$ cat src/rtl/dac_seg_pkg.sv
// ---------------------------------------------------------------------------
// dac_seg_pkg : shared FSM states and width helpers for dac_seg_driver
// Rev 1.0
// ---------------------------------------------------------------------------
`default_nettype none

package dac_seg_pkg;

   typedef enum logic [1:0] {
      ST_OFF    = 2'd0,
      ST_WAKE   = 2'd1,
      ST_ACTIVE = 2'd2,
      ST_FAULT  = 2'd3
   } state_t;

   function automatic int therm_w(input int sel_w);
      return (1 << sel_w) - 1;
   endfunction

   // A single segment still needs a 1-bit pointer register.
   function automatic int ptr_w(input int tw);
      return (tw > 1) ? $clog2(tw) : 1;
   endfunction

endpackage

`default_nettype wire

$ cat src/rtl/dac_seg_driver_if.sv
// ---------------------------------------------------------------------------
// dac_seg_driver_if : code input, control and switch-control bundle
// Rev 1.0
// ---------------------------------------------------------------------------
`default_nettype none

interface dac_seg_driver_if #(
   parameter int BIN_W       = 8,
   parameter int THERM_SEL_W = 4
);
   localparam int THERM_W = dac_seg_pkg::therm_w(THERM_SEL_W);

   logic [BIN_W+THERM_SEL_W-1:0] code_in;
   logic                         code_valid;
   logic                         pdb;
   logic                         supply_ok;
   logic                         dem_en;
   logic [BIN_W-1:0]             binout;
   logic [BIN_W-1:0]             binoutb;
   logic [THERM_W-1:0]           thermout;
   logic [THERM_W-1:0]           thermoutb;
   logic                         ready;
   logic                         fault;

   modport master (
      output code_in, code_valid, pdb, supply_ok, dem_en,
      input  binout, binoutb, thermout, thermoutb, ready, fault
   );

   modport slave (
      input  code_in, code_valid, pdb, supply_ok, dem_en,
      output binout, binoutb, thermout, thermoutb, ready, fault
   );

endinterface

`default_nettype wire

$ cat src/rtl/dac_therm_rotator.sv
// ---------------------------------------------------------------------------
// dac_therm_rotator : thermometer fill with optional DEM rotation from ptr
// Rev 1.0
// ---------------------------------------------------------------------------
`default_nettype none

module dac_therm_rotator
   import dac_seg_pkg::*;
#(
   parameter  int THERM_SEL_W = 4,
   localparam int THERM_W     = therm_w(THERM_SEL_W),
   localparam int PTR_W       = ptr_w(THERM_W)
) (
   input  logic [THERM_SEL_W-1:0] m,
   input  logic [PTR_W-1:0]       ptr,
   input  logic                   dem_en,
   output logic [THERM_W-1:0]     therm,
   output logic [PTR_W-1:0]       next_ptr
);

   // Wide enough to hold i + THERM_W and ptr + m without overflow.
   localparam int SUM_W = THERM_SEL_W + 1;

   logic [THERM_W-1:0] w_fill;
   logic [THERM_W-1:0] w_rot;
   logic [SUM_W-1:0]   w_sum;
   logic [SUM_W-1:0]   w_wrap;

   for (genvar i = 0; i < THERM_W; i++) begin : g_bit
      logic [SUM_W-1:0] w_off;
      // Distance of bit i from ptr, walking upward modulo THERM_W.
      assign w_off = (SUM_W'(i) >= SUM_W'(ptr)) ? SUM_W'(i) - SUM_W'(ptr)
                                                : SUM_W'(i) + SUM_W'(THERM_W) - SUM_W'(ptr);
      assign w_fill[i] = SUM_W'(i) < SUM_W'(m);
      assign w_rot[i]  = w_off < SUM_W'(m);
   end

   assign w_sum    = SUM_W'(ptr) + SUM_W'(m);
   assign w_wrap   = (w_sum >= SUM_W'(THERM_W)) ? w_sum - SUM_W'(THERM_W) : w_sum;
   assign therm    = dem_en ? w_rot : w_fill;
   assign next_ptr = dem_en ? PTR_W'(w_wrap) : ptr;

endmodule

`default_nettype wire

$ cat src/rtl/dac_seg_driver.sv
// ---------------------------------------------------------------------------
// dac_seg_driver : sequenced, registered complementary switch driver
// Rev 1.0
// ---------------------------------------------------------------------------
`default_nettype none

module dac_seg_driver
   import dac_seg_pkg::*;
#(
   parameter int BIN_W       = 8,
   parameter int THERM_SEL_W = 4,
   parameter int WAKE_CYCLES = 4
) (
   input  logic             clk,
   input  logic             rst_n,
   dac_seg_driver_if.slave  bus
);

   localparam int THERM_W = therm_w(THERM_SEL_W);
   localparam int PTR_W   = ptr_w(THERM_W);
   localparam int CODE_W  = BIN_W + THERM_SEL_W;
   localparam int CNT_W   = $clog2(WAKE_CYCLES + 1);

   state_t             r_state;
   logic [CNT_W-1:0]   r_wake_cnt;
   logic [CODE_W-1:0]  r_s1;
   logic               r_s1_new;
   logic [PTR_W-1:0]   r_ptr;
   logic [BIN_W-1:0]   r_binout;
   logic [BIN_W-1:0]   r_binoutb;
   logic [THERM_W-1:0] r_thermout;
   logic [THERM_W-1:0] r_thermoutb;
   logic               r_ready;
   logic               r_fault;

   logic [THERM_W-1:0] w_therm;
   logic [PTR_W-1:0]   w_next_ptr;

   dac_therm_rotator #(
      .THERM_SEL_W (THERM_SEL_W)
   ) u_rotator (
      .m        (r_s1[CODE_W-1:BIN_W]),
      .ptr      (r_ptr),
      .dem_en   (bus.dem_en),
      .therm    (w_therm),
      .next_ptr (w_next_ptr)
   );

   always_ff @(posedge clk or negedge rst_n) begin
      if (!rst_n) begin
         r_state     <= ST_OFF;
         r_wake_cnt  <= '0;
         r_s1        <= '0;
         r_s1_new    <= 1'b0;
         r_ptr       <= '0;
         r_binout    <= '0;
         r_binoutb   <= '1;
         r_thermout  <= '0;
         r_thermoutb <= '1;
         r_ready     <= 1'b0;
         r_fault     <= 1'b0;
      end else begin
         // Parked/flushed by default; only a cycle that stays in ACTIVE overrides.
         r_s1        <= '0;
         r_s1_new    <= 1'b0;
         r_binout    <= '0;
         r_binoutb   <= '1;
         r_thermout  <= '0;
         r_thermoutb <= '1;
         r_ready     <= 1'b0;

         if (!bus.pdb) begin
            r_state <= ST_OFF;
            r_fault <= 1'b0;
         end else if (!bus.supply_ok && (r_state == ST_WAKE || r_state == ST_ACTIVE)) begin
            r_state <= ST_FAULT;
            r_fault <= 1'b1;
         end else begin
            case (r_state)
               ST_OFF: begin
                  if (bus.supply_ok) begin
                     r_state    <= ST_WAKE;
                     r_wake_cnt <= CNT_W'(WAKE_CYCLES - 1);
                  end
               end
               ST_WAKE: begin
                  if (r_wake_cnt == '0) begin
                     r_state <= ST_ACTIVE;
                     r_ready <= 1'b1;
                     r_ptr   <= '0;
                  end else begin
                     r_wake_cnt <= r_wake_cnt - CNT_W'(1);
                  end
               end
               ST_ACTIVE: begin
                  r_ready  <= 1'b1;
                  r_s1_new <= bus.code_valid;
                  r_s1     <= bus.code_valid ? bus.code_in : r_s1;
                  if (r_s1_new) begin
                     r_binout    <= r_s1[BIN_W-1:0];
                     r_binoutb   <= ~r_s1[BIN_W-1:0];
                     r_thermout  <= w_therm;
                     r_thermoutb <= ~w_therm;
                     r_ptr       <= w_next_ptr;
                  end else begin
                     r_binout    <= r_binout;
                     r_binoutb   <= r_binoutb;
                     r_thermout  <= r_thermout;
                     r_thermoutb <= r_thermoutb;
                  end
               end
               ST_FAULT: begin
                  r_state <= ST_FAULT;
               end
               default: begin
                  r_state <= ST_OFF;
               end
            endcase
         end
      end
   end

   assign bus.binout    = r_binout;
   assign bus.binoutb   = r_binoutb;
   assign bus.thermout  = r_thermout;
   assign bus.thermoutb = r_thermoutb;
   assign bus.ready     = r_ready;
   assign bus.fault     = r_fault;

endmodule

`default_nettype wire

$ cat src/flat_wrapper.sv
// flat-port wrapper written by rule: the top's interface ports become plain ports
module dac_seg_driver_flat import dac_seg_pkg::*;
#(
   parameter int BIN_W       = 8,
   parameter int THERM_SEL_W = 4,
   parameter int WAKE_CYCLES = 4
)
  (clk, rst_n, bus_code_in, bus_code_valid, bus_pdb, bus_supply_ok, bus_dem_en, bus_binout, bus_binoutb, bus_thermout, bus_thermoutb, bus_ready, bus_fault);
  dac_seg_driver_if #(.BIN_W(BIN_W), .THERM_SEL_W(THERM_SEL_W)) bus_i ();
  input  logic clk;
  input  logic rst_n;
  input wire logic [$bits(bus_i.code_in)-1:0] bus_code_in;
  input wire logic [$bits(bus_i.code_valid)-1:0] bus_code_valid;
  input wire logic [$bits(bus_i.pdb)-1:0] bus_pdb;
  input wire logic [$bits(bus_i.supply_ok)-1:0] bus_supply_ok;
  input wire logic [$bits(bus_i.dem_en)-1:0] bus_dem_en;
  output wire logic [$bits(bus_i.binout)-1:0] bus_binout;
  output wire logic [$bits(bus_i.binoutb)-1:0] bus_binoutb;
  output wire logic [$bits(bus_i.thermout)-1:0] bus_thermout;
  output wire logic [$bits(bus_i.thermoutb)-1:0] bus_thermoutb;
  output wire logic [$bits(bus_i.ready)-1:0] bus_ready;
  output wire logic [$bits(bus_i.fault)-1:0] bus_fault;
  assign bus_i.code_in = bus_code_in;
  assign bus_i.code_valid = bus_code_valid;
  assign bus_i.pdb = bus_pdb;
  assign bus_i.supply_ok = bus_supply_ok;
  assign bus_i.dem_en = bus_dem_en;
  assign bus_binout = bus_i.binout;
  assign bus_binoutb = bus_i.binoutb;
  assign bus_thermout = bus_i.thermout;
  assign bus_thermoutb = bus_i.thermoutb;
  assign bus_ready = bus_i.ready;
  assign bus_fault = bus_i.fault;
  dac_seg_driver #(.BIN_W(BIN_W), .THERM_SEL_W(THERM_SEL_W), .WAKE_CYCLES(WAKE_CYCLES)) u_core (.clk(clk), .rst_n(rst_n), .bus(bus_i));
endmodule
$ cat config.mk
export PLATFORM = sky130hd
export DESIGN_NAME = dac_seg_driver_flat
export DESIGN_NICKNAME = d
export VERILOG_FILES = /design/src/rtl/dac_seg_pkg.sv /design/src/rtl/dac_seg_driver_if.sv /design/src/rtl/dac_therm_rotator.sv /design/src/rtl/dac_seg_driver.sv /design/src/flat_wrapper.sv
export SDC_FILE = /design/constraint.sdc
export NUM_CORES = 1
export LEC_CHECK = 0
export CAP_MARGIN = 20
export CORE_MARGIN = 2
export CORE_UTILIZATION = 59
export CTS_BUF_LIST = sky130_fd_sc_hd__clkbuf_4
export DETAILED_ROUTE_END_ITERATION = 12
export PLACE_DENSITY = 0.95
export SLEW_MARGIN = 20
export SYNTH_ARGS = -nofsm -noshare
export SYNTH_HDL_FRONTEND = slang
export SYNTH_SLANG_ARGS = --single-unit
$ cat constraint.sdc
create_clock -name clk -period 4.5 [get_ports clk]
set_clock_uncertainty 0.2 [all_clocks]
set_input_delay 0.9 -clock clk [delete_from_list [all_inputs] [get_ports clk]]
set_output_delay 0.9 -clock clk [all_outputs]
set_load 0.02 [all_outputs]
### Word-level counts from Yosys, hierarchy flattened

Cells that the tools add are included.

| word-level totals | value |
|---|---|
| flip-flop bits (word level) | 70 |
| input bits | 18 |

| operators by class | value |
|---|---|
| add/sub/neg operators | 33 |
| $lt $le $gt $ge | 46 |
| eq/ne operators | 14 |
| mux-type cells | 58 |
| bitwise logic cells | 3 |
| reductions and logical operators | 10 |

Operator list:

| operator | count |
|---|---|
| 15-bit 2-to-1 mux | 9 |
| 5-bit by 4-bit < comparator with 1-bit output | 15 |
| 5-bit 2-to-1 mux | 15 |
| 5-bit by 4-bit subtractor with 5-bit output (first input constant) | 14 |
| 8-bit 2-to-1 mux | 8 |
| 12-bit 2-to-1 mux | 4 |
| 4-bit by 4-bit subtractor with 5-bit output (first input constant) | 8 |
| 4-bit >= comparator (first input constant) | 7 |
| 4-bit < comparator (first input constant) | 7 |
| 3-bit by 4-bit subtractor with 5-bit output (first input constant) | 4 |
| 3-bit by 4-bit >= comparator with 1-bit output (first input constant) | 4 |
| 3-bit by 4-bit < comparator with 1-bit output (first input constant) | 4 |
| 4-bit 2-to-1 mux | 4 |
| 15-bit inverter | 1 |
| 1-bit by 4-bit subtractor with 5-bit output (first input constant) | 2 |
| 2-bit by 4-bit subtractor with 5-bit output (first input constant) | 2 |
| 1-bit by 4-bit >= comparator with 1-bit output (first input constant) | 2 |
| 2-bit by 4-bit >= comparator with 1-bit output (first input constant) | 2 |
| 1-bit by 4-bit < comparator with 1-bit output (first input constant) | 2 |
| 2-bit by 4-bit < comparator with 1-bit output (first input constant) | 2 |
| 1-bit 2-to-1 mux | 8 |
| 2-bit 2-to-1 mux | 4 |
| 2-bit != test (second input constant) | 4 |
| 4-bit by 3-bit != test with 1-bit output (second input constant) | 2 |
| 25 further kinds | 30 |

### Longest topological paths before layout

Gate-level depths: netlist of the first run.

| logic depth | value |
|---|---|
| depth in word-level cells | 9 |
| gate-level depth with buffers | 15 |

### By module

A second synthesis of the first run with hierarchy kept.

| unflattened totals | value |
|---|---|
| cell total of the unflattened synthesis | 638 |
| area total of the unflattened synthesis | 5864.4 µm² |

Modules (own cells, without submodules):

| module | instances | cells each | area each (µm²) | sequential area each (µm²) |
|---|---|---|---|---|
| dac_therm_rotator | 1 | 405 | 2990.4 | 0.0 |
| dac_seg_driver | 1 | 233 | 2874.0 | 1780.5 |

### Least setup slack after synthesis of the first run

Ideal clock, no wire load.

| timing path | value |
|---|---|
| path type | reg-to-reg |
| start point | register u_core.r_ptr[2] |
| end point | register u_core.r_thermout[9] (netlist: u_core.bus.thermout[9]) |
| setup time | 65 ps |
| data arrival time | 3333 ps |
| path slack | 902 ps |
| stages on the path, launching flop included | 15 |
| period minus slack after synthesis | 3598 ps |
| cells stage by stage | dfrtp_1 clkbuf_1 inv_2 ha_1 or3b_2 nand2_1 nor2_1 a21oi_1 ha_1 nand3_1 o21ai_2 mux2_2 or4_1 a31oi_1 o21a_1 |

| between the ends | value |
|---|---|
| word-level cells in the longest chain between the ends | 8 |
| elaborated cells on any way between the ends | 10 |

RTL lines:

| item | line | source |
|---|---|---|
| start, declared | dac_seg_driver.sv:28 | `logic [PTR_W-1:0] r_ptr;` |
| start signal, assigned | dac_seg_driver.sv:104 | `r_ptr <= w_next_ptr;` |
| 5-bit by 4-bit subtractor with 5-bit output, or another cell as far along | dac_therm_rotator.sv:33 | `: SUM_W'(i) + SUM_W'(THERM_W) - SUM_W'(ptr);` |
| 5-bit 2-to-1 mux (*) | dac_therm_rotator.sv:32 | `assign w_off = (SUM_W'(i) >= SUM_W'(ptr)) ? SUM_W'(i) - SUM_W'(ptr)` |
| 5-bit by 4-bit < comparator with 1-bit output (*) | dac_therm_rotator.sv:35 | `assign w_rot[i] = w_off < SUM_W'(m);` |
| 15-bit 2-to-1 mux (*) | dac_therm_rotator.sv:40 | `assign therm = dem_en ? w_rot : w_fill;` |
| 15-bit 2-to-1 mux (*) | dac_seg_driver.sv:99 | `if (r_s1_new) begin` |
| 15-bit 2-to-1 mux (*) | dac_seg_driver.sv:79 | `case (r_state)` |
| 15-bit 2-to-1 mux (*) | dac_seg_driver.sv:75 | `end else if (!bus.supply_ok && (r_state == ST_WAKE \|\| r_state == ST_ACTIVE)) begin` |
| 15-bit 2-to-1 mux (*) | dac_seg_driver.sv:72 | `if (!bus.pdb) begin` |
| end signal, assigned | dac_seg_driver.sv:102 | `r_thermout <= w_therm;` |
| end signal, assigned | dac_seg_driver.sv:108 | `r_thermout <= r_thermout;` |
| end, declared | dac_seg_driver.sv:31 | `logic [THERM_W-1:0] r_thermout;` |

Every way passes the cells marked *; elsewhere a longest branch is shown, timed or not. The select of a mux whose other input is x is not followed.
A chain may end at the register's enable or synchronous reset.

### Final worst setup path of the first run

Ends and elaborated chain as after synthesis.

==> results.json, run 1 <==
{
  "outcome": "completed",
  "post-route-period-util_pct": 84.9,
  "final_area_um2": 6490,
  "cts_buffers": 9,
  "yosysWarnings": 0,
  "dp_cells": 823,
  "cp_slowest_cell": "dfrtp_1",
  "finalHoldViolations": 0,
  "synthSimpleGateAreaFrac_pct": 15.5,
  "drt_iter0_markers": 480,
  "wl_per_cell_um": 19.0,
  "peakVddDrop_mv": 0.335,
  "synthAdderAreaFrac_pct": 16.8,
  "synth_edf_count": 0,
  "finalNonFillerCells": 839,
  "synth.area.mux_share_pct": 3.81,
  "critPathRequiredTime_ns": 4.67,
  "grt-ovfl-total": 0,
  "synth_nets": 746,
  "cap_viol_max_count": 0,
  "num_vias": 5445,
  "finalMaxSlewViolations": 0,
  "seqPwrFrac_pct": 45.9,
  "power_mw": 1.51,
  "pre_cts_slack_ns": 0.803,
  "crit_start": "u_core.r_ptr[2]",
  "post_cts_resized": 0,
  "synth_compound_area_share_pct": 24.9,
  "cts_tree": "done",
  "totalWireLength_mm": 15.9,
  "hpwl_mm": 11.4,
  "rows": 35,
  "insertion_delay_ns": 0.44,
  "antenna_found_initial": 0,
  "grt_max_degree": 44,
  "cp_common_cell": "ha_1",
  "fillers": 666,
  "htree_levels": 3,
  "reg2reg_to": "u_core.bus.thermout[9]",
  "cp-start-kind": "flop",
  "synth_top_family_by_area": "compound AO/OA/AOI/OAI gates",
  "clkSlewWorstSetupHoldPaths_ns": 0.14,
  "holdCritPathClass": "in -> async",
  "worstPathCellList": "inv_2 > ha_1 > or3b_2 > nand2_1 > nor2_1 > a21oi_1 > ha_1 > nand3_1 > o21ai_2 > mux2_2 > or4_1 > a31oi_1 > o21a_1",
  "grt_pass1_wl_mm": 26.2,
  "fin_ws_ns": 0.680,
  "drc": 0,
  "holdBufCountCts": 0,
  "ant_nets": 0,
  "root_buffer": "clkbuf_4",
  "place_area_um2": 6360,
  "slew-limit-headroom_pct": 46.2,
  "ys_seq_area_share_pct": 31.7,
  "postSynthAreaPerCell_um2": 8.61,
  "netlist_area_um2": 5620,
  "portBuffers": 65,
  "synth.distinct_cells": 64,
  "path_max_fanout": 12,
  "grt_pass1_vias": 5385,
  "setup_viol": 0,
  "die_area_um2": 10300,
  "tightest_slew_ns": 0.801,
  "r2r-start": "u_core.r_ptr[2]",
  "grt_usage_pct": 32.3,
  "max_clock_freq_ghz": 0.262,
  "p_switching_uw": 562,
  "start_util_pct": 60.9,
  "critPathMaxStageDelay_ns": 0.51,
  "firstDrtPassIters": 6,
  "viasPerCell": 6.49,
  "fin_crit_ns": 3.82,
  "core_area_um2": 9240,
  "synth-seq-cells": 70,
  "p_comb_share_pct": 27.5,
  "ff2ff_path_depth": 13,
  "endpoint_kind": "flop",
  "r2r_setup_slack_ns": 0.68,
  "p_leak_nw": 2.85,
  "synth-async-reset-ratio_pct": 100,
  "fin_nets": 798,
  "ys_dominant_reg_cell": "dfrtp_1",
  "area_growth_pct": 15.5,
  "worstSetupPathType": "reg -> reg",
  "layout-drive-gt1-share_pct": 9.86,
  "cts_max_path_buffers": 2,
  "internal-power_uw": 947,
  "netlist_instances": 653,
  "clockPowerShare_pct": 26.6,
  "io_pins": 66,
  "clock-sinks": 70,
  "synth_xor_area_share_pct": 2.49,
  "diodes": 0,
  "fp.dieW_um": 102,
  "cts_setup_buffers": 0,
  "die_h_um": 102,
  "switching_share_pct": 37.3,
  "power.density_nw_per_um2": 232,
  "crit_arrival_ns": 3.99,
  "rsz0062_at_grt": "false",
  "setup_tns_ns": 0,
  "gp_congestion": 0.984
}
## power groups by stage
stage               Clock, mW  Sequential, mW  Combinational, mW
floorplan                   0           0.699              0.277
global placement            0           0.700              0.375
detailed placement          0           0.703              0.407
CTS                     0.411           0.691              0.411
global route            0.440           0.697              0.459
finish                  0.402           0.692              0.415
## registers in the layout, summed over array words and instances (netlist names), 2 cells and up
register / count
u_core.bus.thermoutb: 15
u_core.r_state: 2
u_core.r_wake_cnt: 3
u_core.r_s1: 12
u_core.bus.thermout: 15
u_core.r_ptr: 4
u_core.bus.binout: 8
u_core.bus.binoutb: 8
## critical path, delay by kind of cell, from the launching register on
family | cells | cell delay, ns
AOI/OAI and AO/OA | 4 | 0.62
buffers and inverters | 1 | 0.27
muxes | 1 | 0.25
DFF | 1 | 0.51
adders and majority gates | 2 | 0.64
and+or+nand+nor | 5 | 1.27
## metal layers
metal / wire length [um] / track usage (%)
met1: 6090 / 39.3
met2: 7710 / 53.7
met3: 1430 / 6.83
met4: 706 / 16.9
met5: 0 / 0
## synthesized netlist by cell type, types with 2 or more instances
cell type,number,share of area (%)
nand2_1,79,5.3
ha_1,74,16
a21oi_1,62,5.5
o21ai_0,52,4.6
dfrtp_1,47,21
inv_1,32,2.1
nor2_1,31,2.1
clkbuf_1,25,1.7
dfstp_2,23,11
nand2b_1,17,1.9
nor3_1,15,1.3
o21a_1,15,2.0
a31oi_1,14,1.6
nand3_1,14,1.2
a22o_1,13,2.0
xnor2_1,13,2.0
a21o_1,11,1.5
mux2_2,11,2.2
mux2i_1,9,1.6
nor2b_1,9,1.0
a211o_1,5,0.78
a21boi_0,5,0.67
buf_2,5,0.44
nand4_1,5,0.56
a2111oi_0,4,0.62
o211ai_1,4,0.53
o22ai_1,4,0.44
a211oi_1,3,0.40
buf_4,3,0.40
o31ai_1,3,0.40
or4_1,3,0.40
xor2_1,3,0.47
a221oi_1,2,0.31
a311oi_1,2,0.31
a32oi_1,2,0.31
and2_1,2,0.22
and3_1,2,0.22
nand3b_1,2,0.27
o21bai_1,2,0.27
or3_1,2,0.22
## worst max-delay path by stage
stage                                    endpoint  depth (start not counted)
after floorplan            u_core.bus.thermout[9]                         14
final                      u_core.bus.thermout[9]                         13
after global placement    u_core.bus.thermoutb[9]                         13
after global routing      u_core.bus.thermoutb[9]                         11
after CTS                  u_core.bus.thermout[9]                         11
after detailed placement   u_core.bus.thermout[9]                         11
## cells by family (layout without fill, tap and decap cells)
group,Yosys count,in the layout
simple gates,186,186
xor+xnor,16,16
compound gates,218,218
buf+inv,68,125
mux,20,20
flops,70,70
fa+ha+maj,75,75
## cells in the final DEF (no fill, tap or decap), types with 13 or more instances in the layout
cell type,synthesis,routed
a21oi_1,62,62
a22o_1,13,13
a31oi_1,14,14
clkdlybuf4s50_1,0,64
dfrtp_1,47,47
dfstp_2,23,23
ha_1,74,74
inv_1,32,32
nand2_1,79,79
nand2b_1,17,17
nand3_1,14,14
nor2_1,31,31
nor3_1,15,15
o21a_1,15,15
o21ai_0,52,52
xnor2_1,13,13
## stage by stage
stage	hold slack, ns	util [%]
final	0.288	70.3
after CTS	0.291	70.3
after floorplan	0.273	-
after detailed placement	0.265	68.9
after global placement	0.251	68.9
after global routing	0.300	70.3
## area by class of cell
type | count | area [um^2] | area share, %
Tap cell | 129 | 161 | 2.49
Timing Repair Buffer | 76 | 728 | 11.2
Inverter | 33 | 124 | 1.91
Clock inverter | 7 | 65.1 | 1.00
Sequential cell | 70 | 1780 | 27.4
Clock buffer | 9 | 67.6 | 1.04
Multi-Input combinational cell | 515 | 3570 | 54.9
No activity file was read; power rests on OpenSTA's default activity.
==> run 2, diff against run 1 <==
--- a/config.mk
+++ b/config.mk
@@ -7,10 +7,10 @@
 export LEC_CHECK = 0
 export CAP_MARGIN = 20
 export CORE_MARGIN = 2
-export CORE_UTILIZATION = 59
+export CORE_UTILIZATION = 53
 export CTS_BUF_LIST = sky130_fd_sc_hd__clkbuf_4
 export DETAILED_ROUTE_END_ITERATION = 12
-export PLACE_DENSITY = 0.95
+export PLACE_DENSITY = 0.9
 export SLEW_MARGIN = 20
 export SYNTH_ARGS = -nofsm -noshare
 export SYNTH_HDL_FRONTEND = slang
==> constraint.sdc (replaced) <==
create_clock -name clk -period 3.3 [get_ports clk]
set_clock_uncertainty 0.2 [all_clocks]
set_input_delay 0.66 -clock clk [delete_from_list [all_inputs] [get_ports clk]]
set_output_delay 0.66 -clock clk [all_outputs]
set_load 0.02 [all_outputs]
==> run 2 against run 1 <==
Highest routed layer unchanged. Largest power group unchanged. Fmax up 16%. Register-to-register slack worse by 0.67 ns. Sequential cell count unchanged. Cell count up 6.2%.
==> results.json, run 2 (synthesis gave the netlist of run 1 again) <==
{
  "outcome": "completed",
  "area_growth_pct": 26.2,
  "finalHoldViolations": 0,
  "cts_buffers": 9,
  "tightest_slew_ns": 0.774,
  "grt_usage_pct": 29.7,
  "die_h_um": 107,
  "worstPathCellList": "clkinvlp_4 > ha_4 > buf_4 > nand3_1 > nand2_4 > mux2_2 > ha_1 > nand3_2 > o21ai_2 > mux2_2 > or4_4 > a31oi_4 > o21ai_0",
  "firstDrtPassIters": 8,
  "wl_per_cell_um": 19.1,
  "fin_nets": 843,
  "ff2ff_path_depth": 13,
  "ant_nets": 0,
  "crit_arrival_ns": 3.41,
  "viasPerCell": 6.21,
  "finalMaxSlewViolations": 0,
  "holdCritPathClass": "in -> async",
  "totalWireLength_mm": 17.0,
  "cts_max_path_buffers": 2,
  "post-route-period-util_pct": 99.6,
  "slew-limit-headroom_pct": 48.0,
  "num_vias": 5532,
  "use_met3_pct": 4.80,
  "clock-sinks": 70,
  "cp_common_cell": "mux2_2",
  "r2r-start": "u_core.r_ptr[1]",
  "setup_tns_ns": 0,
  "finalNonFillerCells": 891,
  "core_area_um2": 10300,
  "grt-ovfl-total": 0,
  "grtUsageMet1_pct": 36.5,
  "max_clock_freq_ghz": 0.304,
  "grt_pass1_wl_mm": 27.0,
  "cp-start-kind": "flop",
  "power.density_nw_per_um2": 307,
  "drt_iter0_markers": 475,
  "layout-drive-gt1-share_pct": 19.2,
  "worstSetupPathType": "reg -> reg",
  "layout_commonest_cell": "nand2_1",
  "cap_viol_max_count": 0,
  "diodes": 0,
  "start_util_pct": 54.5,
  "drc": 0,
  "rsz0062_at_grt": "true",
  "p_leak_nw": 3.09,
  "die_area_um2": 11400,
  "antenna_found_initial": 0,
  "peakVddDrop_mv": 0.485,
  "path_max_fanout": 6,
  "fin_crit_ns": 3.29,
  "cts_tree": "done",
  "hpwl_mm": 12.5,
  "critPathMaxStageDelay_ns": 0.49,
  "r2r_setup_slack_ns": 0.01,
  "io_pins": 66,
  "fp.dieW_um": 107,
  "grt_max_degree": 43,
  "layout_common_cells": "nand2_1 (75), ha_1 (68), clkdlybuf4s50_1 (64)",
  "endpoint_kind": "flop",
  "gp_congestion": 1.03,
  "setup_viol": 0,
  "clkSlewWorstSetupHoldPaths_ns": 0.16,
  "busiest_layer": "met2",
  "insertion_delay_ns": 0.43,
  "reg2reg_to": "u_core.bus.thermoutb[9]",
  "portBuffers": 65,
  "grt_pass1_vias": 5518,
  "cp_slowest_cell": "or4_4",
  "rows": 37,
  "htree_levels": 3,
  "critPathRequiredTime_ns": 3.42,
  "grtUsageMet2_pct": 51.5,
  "root_buffer": "clkbuf_4",
  "dp_cells": 869
}
[run 2: cell count changes in the layout (fill, tap and decap cells not counted), moves of 4 or more]
cell     change
o21ai_0      -4
nand2_1      -4
buf_4       +40
ha_1         -6
ha_4         +4
buf_6        +4
[run 2: final cells by class]
cell class                 count  area, um^2
clock inverter                 7        86.3
sequential                    70        1780
tap                          136         170
clock buffer                   9        67.6
timing repair buffer         121        1090
multi-input combinational    515        3770
inverter                      33         130
fill                         733        3230
[run 2: how the worst max path moves through the flow]
stage                               start  cells past startpoint                 endpoint  slack, ns
after CTS                 u_core.r_ptr[1]                     13  u_core.bus.thermoutb[9]      0.003
after detailed placement  u_core.r_ptr[1]                     12   u_core.bus.thermout[6]      -0.01
final                     u_core.r_ptr[1]                     13  u_core.bus.thermoutb[9]       0.01
after global placement    u_core.r_ptr[2]                     12  u_core.bus.thermout[14]       0.06
after floorplan           u_core.r_ptr[1]                     13   u_core.bus.thermout[9]     -0.006
after global routing      u_core.r_ptr[1]                     13  u_core.bus.thermoutb[9]       -0.1
[run 2: per-layer routing]
metal	wire length, um	part of all wire, %	up-vias
met5	0	0	-
met4	633	3.7	0
met3	1110	6.5	66
met2	8490	50	283
met1	6780	40	2627
li1	-	-	2556
[run 2: timing repair]
action	CTS	global route
hold buffers	0	0
pin swaps	1	7
endpoints found under the setup margin	5	22
buffers inserted	1	5
gates resized for setup	4	41
[run 2: worst max-delay path, delay by kind of cell (launching register included)]
family	cells	cell delay (ns)
buffers and inverters	2	0.24
adder cells (fa/ha/maj)	2	0.46
multiplexers	2	0.60
flip-flops	1	0.46
AND/OR/NAND/NOR	4	0.82
AO/OA/AOI/OAI	3	0.38
[run 2: power by group]
group,internal (mW),leakage [nW],total (mW),switching (mW)
clock network,0.249,0.0814,0.626,0.377
registers,0.907,0.880,0.945,0.0384
logic,0.233,2.13,0.608,0.375
[run 2: per-stage QoR]
step	setup WS (ns)	util, %	hold WS [ns]	cell area (um^2)	power, mW
4_1_cts	0.00251	66.7	0.0469	6880	2.16
3_3_place_gp	0.0555	64.9	0.253	6700	1.49
6_report	0.0135	68.8	0.0411	7100	2.18
2_1_floorplan	-0.00645	-	0.164	5670	1.33
3_5_place_dp	-0.0114	64.9	0.255	6700	1.54
5_1_grt	-0.0990	68.8	0.0903	7100	2.29
==> run 3, diff against run 2 <==
--- a/config.mk
+++ b/config.mk
@@ -15,3 +15,4 @@
 export SYNTH_ARGS = -nofsm -noshare
 export SYNTH_HDL_FRONTEND = slang
 export SYNTH_SLANG_ARGS = --single-unit
+export TNS_END_PERCENT = 20
==> run 3 against run 2 <==
Largest power group unchanged. Sequential cell count unchanged. Combinational power about the same. Utilization is 0.40 points lower. Hold slack got worse by 0.014 ns. Critical path type unchanged. Sequential share of layout area rose by 0.15 points. Cell count up 0.34%.
==> results.json, run 3 (synthesis gave the netlist of run 1 again) <==
{
  "p_leak_nw": 3.09,
  "grt_pass1_vias": 5604,
  "io_pins": 66,
  "tightest_slew_ns": 0.705,
  "wl_per_cell_um": 18.8,
  "fp.dieW_um": 107,
  "fin_crit_ns": 3.21,
  "slew-limit-headroom_pct": 52.6,
  "endpoint_kind": "flop",
  "rows": 37,
  "ff2ff_path_depth": 12,
  "die_h_um": 107,
  "insertion_delay_ns": 0.42,
  "viasPerCell": 6.20,
  "totalWireLength_mm": 16.8,
  "layout_common_cells": "nand2_1 (77), ha_1 (68), clkdlybuf4s50_1 (64)",
  "gp_congestion": 1.00,
  "core_area_um2": 10300,
  "grt_pass1_wl_mm": 27.2,
  "cts_max_path_buffers": 2,
  "post-route-period-util_pct": 97.3,
  "fin_util_pct": 68.4,
  "root_buffer": "clkbuf_4",
  "portBuffers": 65,
  "drc": 0,
  "start_util_pct": 54.5,
  "peakVddDrop_mv": 0.336,
  "area_growth_pct": 25.5,
  "num_vias": 5541,
  "ant_nets": 0,
  "holdCritPathClass": "in -> async",
  "grt_usage_pct": 30.0,
  "layout_commonest_cell": "nand2_1",
  "reg2reg_to": "u_core.bus.thermout[9]",
  "cts_buffers": 9,
  "setup_viol": 0,
  "holdBufCountCts": 0,
  "die_area_um2": 11400,
  "dp_cells": 877,
  "power.density_nw_per_um2": 296,
  "grt_max_degree": 43,
  "diodes": 0,
  "drt_iter0_markers": 586,
  "antenna_found_initial": 0,
  "place_area_um2": 6760,
  "hpwl_mm": 12.4,
  "crit_arrival_ns": 3.38,
  "final_area_um2": 7060,
  "clock-sinks": 70,
  "path_max_fanout": 9,
  "clkSlewWorstSetupHoldPaths_ns": 0.16,
  "worstSetupPathType": "reg -> reg",
  "firstDrtPassIters": 7,
  "finalNonFillerCells": 894,
  "cp-start-kind": "flop",
  "layout-drive-gt1-share_pct": 18.9,
  "grt-ovfl-total": 0,
  "cts_tree": "done",
  "critPathRequiredTime_ns": 3.47,
  "htree_levels": 3,
  "max_clock_freq_ghz": 0.311,
  "r2r-start": "u_core.r_ptr[1]",
  "finalHoldViolations": 0,
  "fin_nets": 846,
  "rsz0062_at_grt": "true",
  "outcome": "completed",
  "finalMaxSlewViolations": 0,
  "cap_viol_max_count": 0,
  "r2r_setup_slack_ns": 0.09
}
[run 3: worst max-delay path by stage]
stage / start / endpoint / slack (ns)
finish: u_core.r_ptr[1] / u_core.bus.thermout[9] / 0.09
global route: u_core.r_ptr[1] / u_core.bus.thermout[9] / -0.04
CTS: u_core.r_ptr[3] / u_core.bus.thermoutb[10] / 0.0009
detailed placement: u_core.r_ptr[1] / u_core.bus.thermout[14] / -0.18
global placement: u_core.r_ptr[1] / u_core.bus.thermout[14] / -0.16
floorplan: u_core.r_ptr[2] / u_core.bus.thermout[9] / -0.04
[run 3: critical path, stage by stage (launching register included)]
cell,delay (ns)
dfrtp_2,0.42
clkinvlp_4,0.13
buf_4,0.20
ha_4,0.22
xnor2_1,0.18
mux2_2,0.28
ha_1,0.30
nand3_2,0.10
o21ai_2,0.05
mux2_2,0.26
or4_4,0.50
a31oi_4,0.20
o21a_1,0.14
[run 3: what timing repair did]
action,4_1_cts,5_1_grt
resized for setup,4,30
setup buffers,0,1
endpoints found under the setup margin,5,20
pin swaps,0,3
[run 3: layout make-up]
type / count / area (um^2)
Multi-Input combinational cell: 515 / 3720
Fill cell: 772 / 3270
Sequential cell: 70 / 1780
Timing Repair Buffer: 124 / 1120
Tap cell: 136 / 170
Inverter: 33 / 134
Clock buffer: 9 / 67.6
Clock inverter: 7 / 61.3
[run 3: metal layers]
layer / wire length (um) / vias up / track usage (%)
li1: - / 2562 / -
met1: 6650 / 2637 / 37.2
met2: 8090 / 278 / 50.7
met3: 1260 / 64 / 5.23
met4: 778 / 0 / 14.0
met5: 0 / - / 0
[run 3: stage by stage]
step	power [mW]	setup WS [ns]	hold WS (ns)	TNS (ns)
after global routing	2.20	-0.0410	0.0674	-0.139
after floorplan	1.33	-0.0384	0.164	-0.0703
after CTS	2.07	0.000939	0.0442	0
final	2.09	0.0891	0.0273	0
after detailed placement	1.54	-0.177	0.266	-0.321
after global placement	1.50	-0.155	0.253	-0.287
[run 3: power breakdown]
part	total (mW)	internal, mW	switching, mW
combinational	0.607	0.240	0.367
sequential	0.943	0.907	0.0358
clock	0.536	0.169	0.367
total	2.09	1.32	0.770
